--- config.mk ---
export PLATFORM = sky130hd
export DESIGN_NAME = fifo_drain_packer_flat
export DESIGN_NICKNAME = d
export VERILOG_FILES = /design/src/rtl/shared_pkg.sv /design/src/rtl/fifo_drain_packer_if.sv /design/src/rtl/fifo_drain_skid.sv /design/src/rtl/fifo_drain_packer.sv /design/src/flat_wrapper.sv
export SDC_FILE = /design/constraint.sdc
export NUM_CORES = 1
export LEC_CHECK = 0
export ABC_AREA = 1
export CAP_MARGIN = 20
export CORE_MARGIN = 2
export CORE_UTILIZATION = 40
export CTS_CLUSTER_DIAMETER = 60
export CTS_CLUSTER_SIZE = 25
export DETAILED_ROUTE_END_ITERATION = 16
export SYNTH_ARGS = -nofsm -noshare
export SYNTH_HDL_FRONTEND = slang
export SYNTH_SLANG_ARGS = --single-unit
--- constraint.sdc ---
create_clock -name clk -period 3.1 [get_ports clk]
set_clock_uncertainty 0.2 [all_clocks]
set_input_delay 0.62 -clock clk [delete_from_list [all_inputs] [get_ports clk]]
set_output_delay 0.62 -clock clk [all_outputs]
set_load 0.03 [all_outputs]
--- src/rtl/shared_pkg.sv ---
// Shared types and constants for the FIFO drain packer: data width, FSM states,
// default header marker and the word record carried through the output buffer.
package shared_pkg;

  localparam int unsigned FIFO_WIDTH = 16;
  localparam logic [7:0]  SYNC_DEFAULT = 8'hA5;

  typedef enum logic [1:0] {
    IDLE    = 2'd0,
    HDR     = 2'd1,
    PAYLOAD = 2'd2,
    CSUM    = 2'd3
  } state_e;

  typedef struct packed {
    logic                  sof;
    logic                  last;
    logic [FIFO_WIDTH-1:0] data;
  } word_t;

endpackage

--- src/rtl/fifo_drain_packer_if.sv ---
// Upstream FIFO read port plus the framed output stream of the drain packer.
interface fifo_drain_packer_if;

  logic [shared_pkg::FIFO_WIDTH-1:0] fifo_data_out;
  logic                              fifo_empty;
  logic                              fifo_underflow;
  logic                              fifo_rd_en;
  logic [shared_pkg::FIFO_WIDTH-1:0] m_data;
  logic                              m_valid;
  logic                              m_ready;
  logic                              m_sof;
  logic                              m_last;
  logic [7:0]                        frame_seq;
  logic                              err_underflow;

  modport master (
    input  fifo_data_out, fifo_empty, fifo_underflow, m_ready,
    output fifo_rd_en, m_data, m_valid, m_sof, m_last, frame_seq, err_underflow
  );

  modport slave (
    output fifo_data_out, fifo_empty, fifo_underflow, m_ready,
    input  fifo_rd_en, m_data, m_valid, m_sof, m_last, frame_seq, err_underflow
  );

endinterface

--- src/rtl/fifo_drain_skid.sv ---
// Two-entry output buffer; the head entry drives the outgoing stream directly
// from flops. flush is a synchronous clear that also serves as reset.
module fifo_drain_skid
  import shared_pkg::*;
(
  input  logic       clk,
  input  logic       flush,
  input  logic       in_valid,
  output logic       in_ready_c,
  input  word_t      in_data,
  output logic       out_valid,
  input  logic       out_ready,
  output word_t      out_data,
  output logic [1:0] count
);

  word_t      head_q, head_d;
  word_t      tail_q, tail_d;
  logic [1:0] count_q, count_d;
  logic       valid_q, valid_d;
  logic       push_c;
  logic       pop_c;

  assign in_ready_c = (count_q != 2'd2) || out_ready;
  assign out_valid  = valid_q;
  assign out_data   = head_q;
  assign count      = count_q;

  always_comb begin
    head_d  = head_q;
    tail_d  = tail_q;
    count_d = count_q;
    pop_c   = valid_q && out_ready;
    push_c  = in_valid && in_ready_c;
    case ({push_c, pop_c})
      2'b10: begin
        if (count_q == 2'd0) head_d = in_data;
        else                 tail_d = in_data;
        count_d = count_q + 2'd1;
      end
      2'b01: begin
        // Keep the last word on the bus when draining to empty.
        if (count_q == 2'd2) head_d = tail_q;
        count_d = count_q - 2'd1;
      end
      2'b11: begin
        if (count_q == 2'd1) begin
          head_d = in_data;
        end else begin
          head_d = tail_q;
          tail_d = in_data;
        end
      end
      default: ;
    endcase
    valid_d = (count_d != 2'd0);
  end

  always_ff @(posedge clk) begin
    if (flush) begin
      head_q  <= '0;
      tail_q  <= '0;
      count_q <= 2'd0;
      valid_q <= 1'b0;
    end else begin
      head_q  <= head_d;
      tail_q  <= tail_d;
      count_q <= count_d;
      valid_q <= valid_d;
    end
  end

endmodule

--- src/rtl/fifo_drain_packer.sv ---
// Drains an upstream FIFO into frames: header (SYNC + sequence), FRAME_LEN
// payload words, then a modular-sum checksum word.
module fifo_drain_packer
  import shared_pkg::*;
#(
  parameter int unsigned FRAME_LEN = 4,
  parameter logic [7:0]  SYNC      = SYNC_DEFAULT
) (
  input  logic                clk,
  input  logic                rst,
  fifo_drain_packer_if.master bus
);

  localparam int unsigned CNT_W   = 8;
  localparam int unsigned SEQ_PAD = FIFO_WIDTH - 8;

  state_e                state_q, state_d;
  logic [CNT_W-1:0]      rd_cnt_q, rd_cnt_d;
  logic [CNT_W-1:0]      tx_cnt_q, tx_cnt_d;
  logic                  inflight_q, inflight_d;
  logic [FIFO_WIDTH-1:0] csum_q, csum_d;
  logic [7:0]            seq_q, seq_d;
  logic                  err_q, err_d;

  logic       skid_in_valid;
  logic       skid_in_ready_c;
  word_t      skid_in;
  logic       skid_out_valid;
  word_t      skid_out;
  logic [1:0] skid_count;
  logic       pop_c;
  logic       rd_en_c;
  logic [2:0] pending_c;

  fifo_drain_skid u_skid (
    .clk        (clk),
    .flush      (rst),
    .in_valid   (skid_in_valid),
    .in_ready_c (skid_in_ready_c),
    .in_data    (skid_in),
    .out_valid  (skid_out_valid),
    .out_ready  (bus.m_ready),
    .out_data   (skid_out),
    .count      (skid_count)
  );

  assign pop_c = skid_out_valid && bus.m_ready;

  assign bus.fifo_rd_en    = rd_en_c;
  assign bus.m_data        = skid_out.data;
  assign bus.m_valid       = skid_out_valid;
  assign bus.m_sof         = skid_out.sof;
  assign bus.m_last        = skid_out.last;
  assign bus.frame_seq     = seq_q;
  assign bus.err_underflow = err_q;

  // Next-state, read issue and buffer feed.
  always_comb begin
    state_d       = state_q;
    rd_cnt_d      = rd_cnt_q;
    tx_cnt_d      = tx_cnt_q;
    csum_d        = csum_q;
    seq_d         = seq_q;
    skid_in_valid = 1'b0;
    skid_in       = '0;
    err_d         = err_q | bus.fifo_underflow;

    // Words left in the buffer after this cycle's pop, plus the read awaiting data.
    pending_c = 3'(skid_count) - 3'(pop_c) + 3'(inflight_q);
    rd_en_c   = !rst && (state_q == PAYLOAD) && !bus.fifo_empty &&
                (rd_cnt_q < CNT_W'(FRAME_LEN)) && (pending_c < 3'd2);
    inflight_d = rd_en_c;
    if (rd_en_c) rd_cnt_d = rd_cnt_q + CNT_W'(1);

    if (inflight_q) begin
      skid_in_valid = 1'b1;
      skid_in       = '{sof: 1'b0, last: 1'b0, data: bus.fifo_data_out};
      csum_d        = csum_q + bus.fifo_data_out;
    end

    case (state_q)
      IDLE: begin
        if (!bus.fifo_empty && skid_in_ready_c) begin
          skid_in_valid = 1'b1;
          skid_in       = '{sof: 1'b1, last: 1'b0, data: {SYNC, SEQ_PAD'(seq_q)}};
          state_d       = HDR;
        end
      end
      HDR: begin
        if (pop_c) state_d = PAYLOAD;
      end
      PAYLOAD: begin
        if (pop_c) begin
          tx_cnt_d = tx_cnt_q + CNT_W'(1);
          // All captures precede the final payload transfer, so csum_q is complete here.
          if (tx_cnt_q == CNT_W'(FRAME_LEN - 1)) begin
            skid_in_valid = 1'b1;
            skid_in       = '{sof: 1'b0, last: 1'b1, data: csum_q};
            state_d       = CSUM;
          end
        end
      end
      CSUM: begin
        if (pop_c) begin
          seq_d    = seq_q + 8'd1;
          rd_cnt_d = '0;
          tx_cnt_d = '0;
          csum_d   = '0;
          state_d  = IDLE;
        end
      end
      default: state_d = IDLE;
    endcase
  end

  always_ff @(posedge clk) begin
    if (rst) begin
      state_q    <= IDLE;
      rd_cnt_q   <= '0;
      tx_cnt_q   <= '0;
      inflight_q <= 1'b0;
      csum_q     <= '0;
      seq_q      <= 8'd0;
      err_q      <= 1'b0;
    end else begin
      state_q    <= state_d;
      rd_cnt_q   <= rd_cnt_d;
      tx_cnt_q   <= tx_cnt_d;
      inflight_q <= inflight_d;
      csum_q     <= csum_d;
      seq_q      <= seq_d;
      err_q      <= err_d;
    end
  end

endmodule

--- src/flat_wrapper.sv ---
// flat-port wrapper written by rule: the top's interface ports become plain ports
module fifo_drain_packer_flat import shared_pkg::*;
#(
  parameter int unsigned FRAME_LEN = 4,
  parameter logic [7:0]  SYNC      = SYNC_DEFAULT
)
  (clk, rst, bus_fifo_data_out, bus_fifo_empty, bus_fifo_underflow, bus_m_ready, bus_fifo_rd_en, bus_m_data, bus_m_valid, bus_m_sof, bus_m_last, bus_frame_seq, bus_err_underflow);
  fifo_drain_packer_if bus_i ();
  input  logic clk;
  input  logic rst;
  input wire logic [$bits(bus_i.fifo_data_out)-1:0] bus_fifo_data_out;
  input wire logic [$bits(bus_i.fifo_empty)-1:0] bus_fifo_empty;
  input wire logic [$bits(bus_i.fifo_underflow)-1:0] bus_fifo_underflow;
  input wire logic [$bits(bus_i.m_ready)-1:0] bus_m_ready;
  output wire logic [$bits(bus_i.fifo_rd_en)-1:0] bus_fifo_rd_en;
  output wire logic [$bits(bus_i.m_data)-1:0] bus_m_data;
  output wire logic [$bits(bus_i.m_valid)-1:0] bus_m_valid;
  output wire logic [$bits(bus_i.m_sof)-1:0] bus_m_sof;
  output wire logic [$bits(bus_i.m_last)-1:0] bus_m_last;
  output wire logic [$bits(bus_i.frame_seq)-1:0] bus_frame_seq;
  output wire logic [$bits(bus_i.err_underflow)-1:0] bus_err_underflow;
  assign bus_i.fifo_data_out = bus_fifo_data_out;
  assign bus_i.fifo_empty = bus_fifo_empty;
  assign bus_i.fifo_underflow = bus_fifo_underflow;
  assign bus_i.m_ready = bus_m_ready;
  assign bus_fifo_rd_en = bus_i.fifo_rd_en;
  assign bus_m_data = bus_i.m_data;
  assign bus_m_valid = bus_i.m_valid;
  assign bus_m_sof = bus_i.m_sof;
  assign bus_m_last = bus_i.m_last;
  assign bus_frame_seq = bus_i.frame_seq;
  assign bus_err_underflow = bus_i.err_underflow;
  fifo_drain_packer #(.FRAME_LEN(FRAME_LEN), .SYNC(SYNC)) u_core (.clk(clk), .rst(rst), .bus(bus_i));
endmodule
==> results of run 1 <==
[cell families after synthesis]
logic type	Yosys count	share of synthesized area
AND/OR/NAND/NOR	334	0.294
buffers and inverters	154	0.124
AO/OA/AOI/OAI	130	0.145
flip-flops	83	0.336
adder cells (fa/ha/maj)	33	0.0866
XOR/XNOR	6	0.0106
multiplexers	1	0.00228
[state kept, by name (all words and copies together) (netlist names)]
signal,flops
u_core.tx_cnt_q,8
u_core.bus.frame_seq,8
u_core.csum_q,16
u_core.inflight_q,1
u_core.u_skid.count,2
u_core.u_skid.tail_q,18
u_core.bus.err_underflow,1
u_core.u_skid.out_valid,1
u_core.u_skid.out_data,18
u_core.state_q,2
u_core.rd_cnt_q,8
[critical path, stage by stage]
cell and delay (ps):
buf_2 120, nand2_4 70, inv_4 40, ha_4 200, nor2_2 120, fa_1 440
nor4_2 200, nand2_1 160, inv_4 80, buf_6 120
[worst max path at each step]
stage                                             from             end  slack (ps)  cells past startpoint
global placement                           bus_m_ready  bus_fifo_rd_en        -430                     10
floorplan                                  bus_m_ready  bus_fifo_rd_en          20                      9
CTS                       u_core.inflight_q$_SDFF_PP0_  bus_fifo_rd_en          20                      8
global route        u_core.u_skid.out_valid$_SDFF_PP0_  bus_fifo_rd_en         -30                      9
finish                                     bus_m_ready  bus_fifo_rd_en         110                     10
detailed placement                         bus_m_ready  bus_fifo_rd_en        -420                     10
[stage by stage]
step / area [sq um] / instances / setup TNS, ps / utilization / power, uW
floorplan: 4950 / 741 / 0 / - / 2410
global placement: 5720 / 942 / -8750 / 0.477 / 2870
detailed placement: 5720 / 942 / -10120 / 0.477 / 2900
CTS: 6000 / 959 / 0 / 0.500 / 3910
global route: 6020 / 959 / -25.7 / 0.502 / 4180
finish: 6020 / 959 / 0 / 0.502 / 3890
[routing by layer]
layer | up-vias | GRT usage
li1 | 2502 | -
met3 | 27 | 0.0474
met1 | 2183 | 0.260
met2 | 98 | 0.353
met5 | - | 0
met4 | 0 | 0.0892
[cells in the final DEF (no fill, tap or decap), drive strengths merged, types with 3 or more instances in the layout]
master,instances
nand2,177
inv,131
dfxtp,83
nor2,78
a21oi,68
clkdlybuf4s50,47
o21ai,41
buf,32
ha,31
nand3,30
nand4,23
nor3,16
clkbuf,9
a22oi,7
a211oi,4
xor2,4
or2,4
clkinv,4
o211ai,3
nor4,3
[final cells by class]
| type | instances | area share |
|---|---|---|
| Sequential cell | 83 | 0.276 |
| Clock inverter | 7 | 0.00727 |
| Inverter | 130 | 0.0818 |
| Tap cell | 147 | 0.0305 |
| Clock buffer | 9 | 0.0374 |
| Timing Repair Buffer | 79 | 0.120 |
| Multi-Input combinational cell | 504 | 0.447 |
[power groups by stage]
stage / clock [uW] / combinational, uW / sequential, uW
6_report: 992 / 1590 / 1310
5_1_grt: 1060 / 1790 / 1330
4_1_cts: 1020 / 1570 / 1310
3_5_place_dp: 0 / 1560 / 1330
3_3_place_gp: 0 / 1540 / 1330
2_1_floorplan: 0 / 1020 / 1380
[timing repair]
action / 4_1_cts / 5_1_grt
buffers inserted: 1 / 0
resized for setup: 6 / 5
endpoints found under the hold margin: 0 / 0
pin swaps: 4 / 4
setup endpoints to repair: 1 / 12
==> metrics, run 1 <==
clock group share of total power 0.255; number of max-cap violations 0; Synth Register Bits 83; RR Endpoint u_core.u_skid.out_data[5]$_SDFFE_PP0P_; mean post-synth cell area 6.66 sq um; Post-synth EDFFs 0; Detailed Routing Iterations Pass 1 5; Port-buffer cells 49; status complete, no violations; area of the multi-input gates ~2700 sq um; Nets 861; Final Hold Violating Endpoints 0; ys async rst share 0; GRT Util Overall 0.210; Crit path required time 2280 ps; first-pass GRT wire length roughly 22000 microns; clock latency on the worst-skew pair 350 ps; predominant post-synthesis flop cell dfxtp_1; critical path arrival 2170 ps; Syn-to-layout area delta 22.0%; worst r2r path cells 18; post-place setup slack -424 ps; worst hold path cell count 2; worst reg2reg startpoint u_core.u_skid.count[0]$_SDFF_PP0_; H-tree levels 3; Syn Inst Count 741; critical path type input port to primary output; GPL Wtd Cong slightly below 0.9; DRT Wirelength 13100 microns; P_sw 1540 uW; chip width 115 microns; IO Count 50; vias in the first global route ~4.6k; slew margin rel. 0.680; hold_sp u_core.rd_cnt_q[5]$_SDFF_PP0_; initial drt markers ~310; fmax 0.335 GHz; area share of the leading cell type in the synthesized netlist 0.336; synthesized area 4940 sq um; combinational power share 0.408; count leader, synth nand2_1; placeable core region ~12000 sq um; synth unique cells 43; worst hold path class flip-flop to flip-flop; Die Y 115 microns; antenna violations before repair 0; Initial Utilization 0.411; hpwl dp 10100 microns; warnings from Yosys 0; slew of the pin with the lowest slew margin 481 ps; hold endpoint u_core.rd_cnt_q[5]$_SDFF_PP0_; crit end category primary output; Fin Hold WS 244 ps; VDD IR max 0.375 mV; ANT cells 0; hold-fix buffers at CTS 0; design internal power 2350 uW; Fillers 1235; die area between 10000 and 15000 sq um; clock buffer count from CTS 9; crit-path max FO 2; r2r setup slk between 300 and 400 ps; pin count of the biggest net entering global routing 46; DRC errors left 0; layout cells sized above 1 0.0961; total number of vias 4810; Seq pwr share 0.337; setup violators final 0; clk slew on worst S/H paths ~60 ps; Commonest cells post-synth 174 x nand2_1, 124 x inv_1, 83 x dfxtp_1, 73 x nor2_1, 66 x a21oi_1; post-synth net total 795; register area 1660 sq um; Met2 Wirelength approximately 6100 microns; Final min period between 2000 and 3000 ps; Top Metal Used met4; met3 wire length 642 microns; top post-synthesis cells by area dfxtp_1 34%, nand2_1 13%, inv_1 9.4%; static leakage between 0.002 and 0.003 uW; drt wl/cell 13.6 microns; period utilization 0.963; final worst slack 114 ps; Yosys top cell by area dfxtp_1; CTS Buffer Depth 2; crit path launch type input port; Root Buffer clkbuf_16; CTS Sinks 83; sequential fraction of the synthesis area 0.336; sw frac 0.395; Power Density 645 nW/um^2; Post-DRT Antenna Nets 0; vias per cell 5.02; Pins Over Slew Limit 0; # rows 40; CTS tree yes; GRT overflow 0; WL met1 5940 microns
(Power assumes the default switching activity.)
==> run 2: changes to the inputs <==
--- a/config.mk
+++ b/config.mk
@@ -7,8 +7,9 @@
 export LEC_CHECK = 0
 export ABC_AREA = 1
 export CAP_MARGIN = 20
+export CORE_ASPECT_RATIO = 1.4
 export CORE_MARGIN = 2
-export CORE_UTILIZATION = 40
+export CORE_UTILIZATION = 30
 export CTS_CLUSTER_DIAMETER = 60
 export CTS_CLUSTER_SIZE = 25
 export DETAILED_ROUTE_END_ITERATION = 16
==> run 2 against run 1 <==
  * Combinational power about the same
  * Cell area up 2.3%
  * Wire length about the same
  * Hold slack worse by 5.8 ps
  * Die area up 32%
  * Register-to-register slack about the same
  * Critical endpoint unchanged
  * Largest power group unchanged
==> metrics, run 2 (synthesized netlist as in run 1, its figures left out) <==
worst reg2reg startpoint u_core.u_skid.count[0]$_SDFF_PP0_; first-pass GRT wire length 21700 microns (-0.60%); Final Core Density 0.381 (-0.120); Syn-to-layout area delta 24.9%; Post-DRT Antenna Nets 0 (unchanged); layout cells sized above 1 0.0984 (+0.00234); Detailed Routing Iterations Pass 1 5 (unchanged); commonest non-fill, non-tap cell in the layout nand2_1; max incr delay on CP 450 ps (about the same); RSZ-0062 raised after global routing no; antenna violations before repair 0 (unchanged); ANT cells 0 (unchanged); chip width 112 microns (-2.3%); crit-path max FO 2 (unchanged); GRT Util Overall 0.153 (-0.0569); status complete, no violations; critical path arrival 2150 ps (-20 ps); number of buffers and inverters on the critical path 4 (unchanged); total number of vias 4675 (-2.8%); # rows 55 (+38%); Critical Path, Cell by Cell buf_2 -> nand2_4 -> inv_4 -> ha_4 -> nor2_4 -> fa_1 -> nor4_2 -> nand2_1 -> inv_4 -> buf_6; DRC errors left 0 (unchanged); Sum Neg Setup Slack 0 ps (unchanged); Initial Utilization 0.305 (-0.106); Port-buffer cells 49 (unchanged); IO Count 50 (unchanged); crit path launch type input port; worst r2r path cells 18 (unchanged); Critical-path top delay cell fa_1; pin count of the biggest net entering global routing 46 (unchanged); Die Y 156 microns (+35%); worst hold path class flip-flop to flip-flop; cell mode on critical path inv_4; setup violators final 0 (unchanged); final worst slack 126 ps (+12.2 ps); Fillers 1712 (+39%); CTS Buffer Depth 2 (unchanged); slew margin rel. 0.677 (-0.00278); hold endpoint u_core.rd_cnt_q[6]$_SDFF_PP0_; Seq pwr share 0.325 (-0.012); Fin Hold WS 238 ps (-5.77 ps); static leakage 0.00293 uW (+0.96%); post-place setup slack -380 ps (+44.5 ps); clock latency on the worst-skew pair 340 ps (about the same); initial drt markers 197 (-36%); Final min period 2970 ps (-12.2 ps); placeable core region 16200 sq um (+35%); CTS Sinks 83 (unchanged); clock group share of total power 0.273 (+0.018); Final Hold Violating Endpoints 0 (unchanged); sw frac 0.384 (-0.0113); combinational power share 0.402 (-0.006); critical path type input port to primary output; H-tree levels 3 (unchanged); drt wl/cell 12.9 microns (-5.2%); Power Density 655 nW/um^2 (+1.5%); hpwl dp 10300 microns (+1.5%); clock buffer count from CTS 9 (unchanged); crit end category primary output; GRT overflow 0 (unchanged); Placed Cells 996 (+5.7%); r2r setup slk 320 ps (about the same); Pins Over Slew Limit 0 (unchanged); GPL Wtd Cong 0.854 (-3.2%); period utilization 0.959 (-0.00395); VDD IR max 0.282 mV (-25%); most frequent cells in the layout 174 x nand2_1, 122 x inv_1, 83 x dfxtp_1; worst hold path cell count 2 (unchanged); Non-Filler Instances 1012 (+5.5%); P_sw 1550 uW (+0.88%); DRT Wirelength 13100 microns (about the same); hold-fix buffers at CTS 0 (unchanged); postcts setup bufs 0 (-1); RR Endpoint u_core.u_skid.out_data[2]$_SDFFE_PP0P_; Nets 862 (+0.12%); Crit path required time 2280 ps (about the same); slew of the pin with the lowest slew margin 485 ps (+4.17 ps); Root Buffer clkbuf_16; vias in the first global route 4495 (-1.5%); Top delay family on crit path adder cells; hold_sp u_core.rd_cnt_q[6]$_SDFF_PP0_; clk slew on worst S/H paths 70 ps (about the same); design internal power 2490 uW (+5.8%); number of max-cap violations 0 (unchanged); vias per cell 4.62 (-7.9%); CTS tree yes; die area 17500 sq um (+32%); fmax 0.336 GHz (+0.41%)
[run 2: worst max-delay path by stage]
stage | end | startpoint | depth (start not counted) | slack (ps)
after floorplan | bus_fifo_rd_en | bus_m_ready | 9 | 20
after global placement | bus_fifo_rd_en | bus_m_ready | 10 | -390
after global routing | bus_fifo_rd_en | u_core.u_skid.out_valid$_SDFF_PP0_ | 9 | 20
after detailed placement | bus_fifo_rd_en | bus_m_ready | 10 | -380
after CTS | bus_fifo_rd_en | bus_m_ready | 10 | 6
final | bus_fifo_rd_en | bus_m_ready | 10 | 130
[run 2: cell type report]
class	instances	area (sq um)	share of cell area
multi-input combinational	504	2700	0.438
clock buffer	11	243	0.0394
timing repair buffer	80	757	0.123
inverter	130	493	0.0800
clock inverter	5	60.1	0.00974
sequential	83	1660	0.269
tap	199	249	0.0404
[run 2: power by group through the flow]
stage / clock [uW] / sequential (uW) / combinational (uW)
4_1_cts: 1130 / 1310 / 1610
5_1_grt: 1170 / 1330 / 1820
3_3_place_gp: 0 / 1330 / 1580
6_report: 1100 / 1310 / 1620
3_5_place_dp: 0 / 1340 / 1600
2_1_floorplan: 0 / 1380 / 1020
[run 2: tightest hold or removal path, delay by kind of cell (launching register included)]
family | cells | cell delay [ps]
flip-flops | 1 | 300
buffers and inverters | 1 | 60
AND/OR/NAND/NOR | 1 | 40
[run 2: per-stage QoR]
step | cell area (sq um) | power [uW]
finish | 6170 | 4040
global route | 6170 | 4320
CTS | 6140 | 4050
detailed placement | 5830 | 2930
global placement | 5830 | 2920
floorplan | 4950 | 2410
[run 2: routing by layer]
layer  global-route usage  up-vias  routed length [microns]
met5                    0        -                        0
met1                0.188     2084                     6060
li1                     -     2502                        -
met2                0.271       71                     6410
met3               0.0256       18                      309
met4               0.0540        0                      308
[run 2: repair_timing]
action                                  4_1_cts  5_1_grt
gates resized for setup                       5       10
pin swaps                                     3        4
endpoints found under the setup margin        4       21
==> run 3: changes to the inputs <==
--- a/config.mk
+++ b/config.mk
@@ -10,7 +10,7 @@
 export CORE_ASPECT_RATIO = 1.4
 export CORE_MARGIN = 2
 export CORE_UTILIZATION = 30
-export CTS_CLUSTER_DIAMETER = 60
+export CTS_CLUSTER_DIAMETER = 80
 export CTS_CLUSTER_SIZE = 25
 export DETAILED_ROUTE_END_ITERATION = 16
 export SYNTH_ARGS = -nofsm -noshare
==> results of run 3 <==
No change in the layout: final DEF, timing and power equal those of run 2.
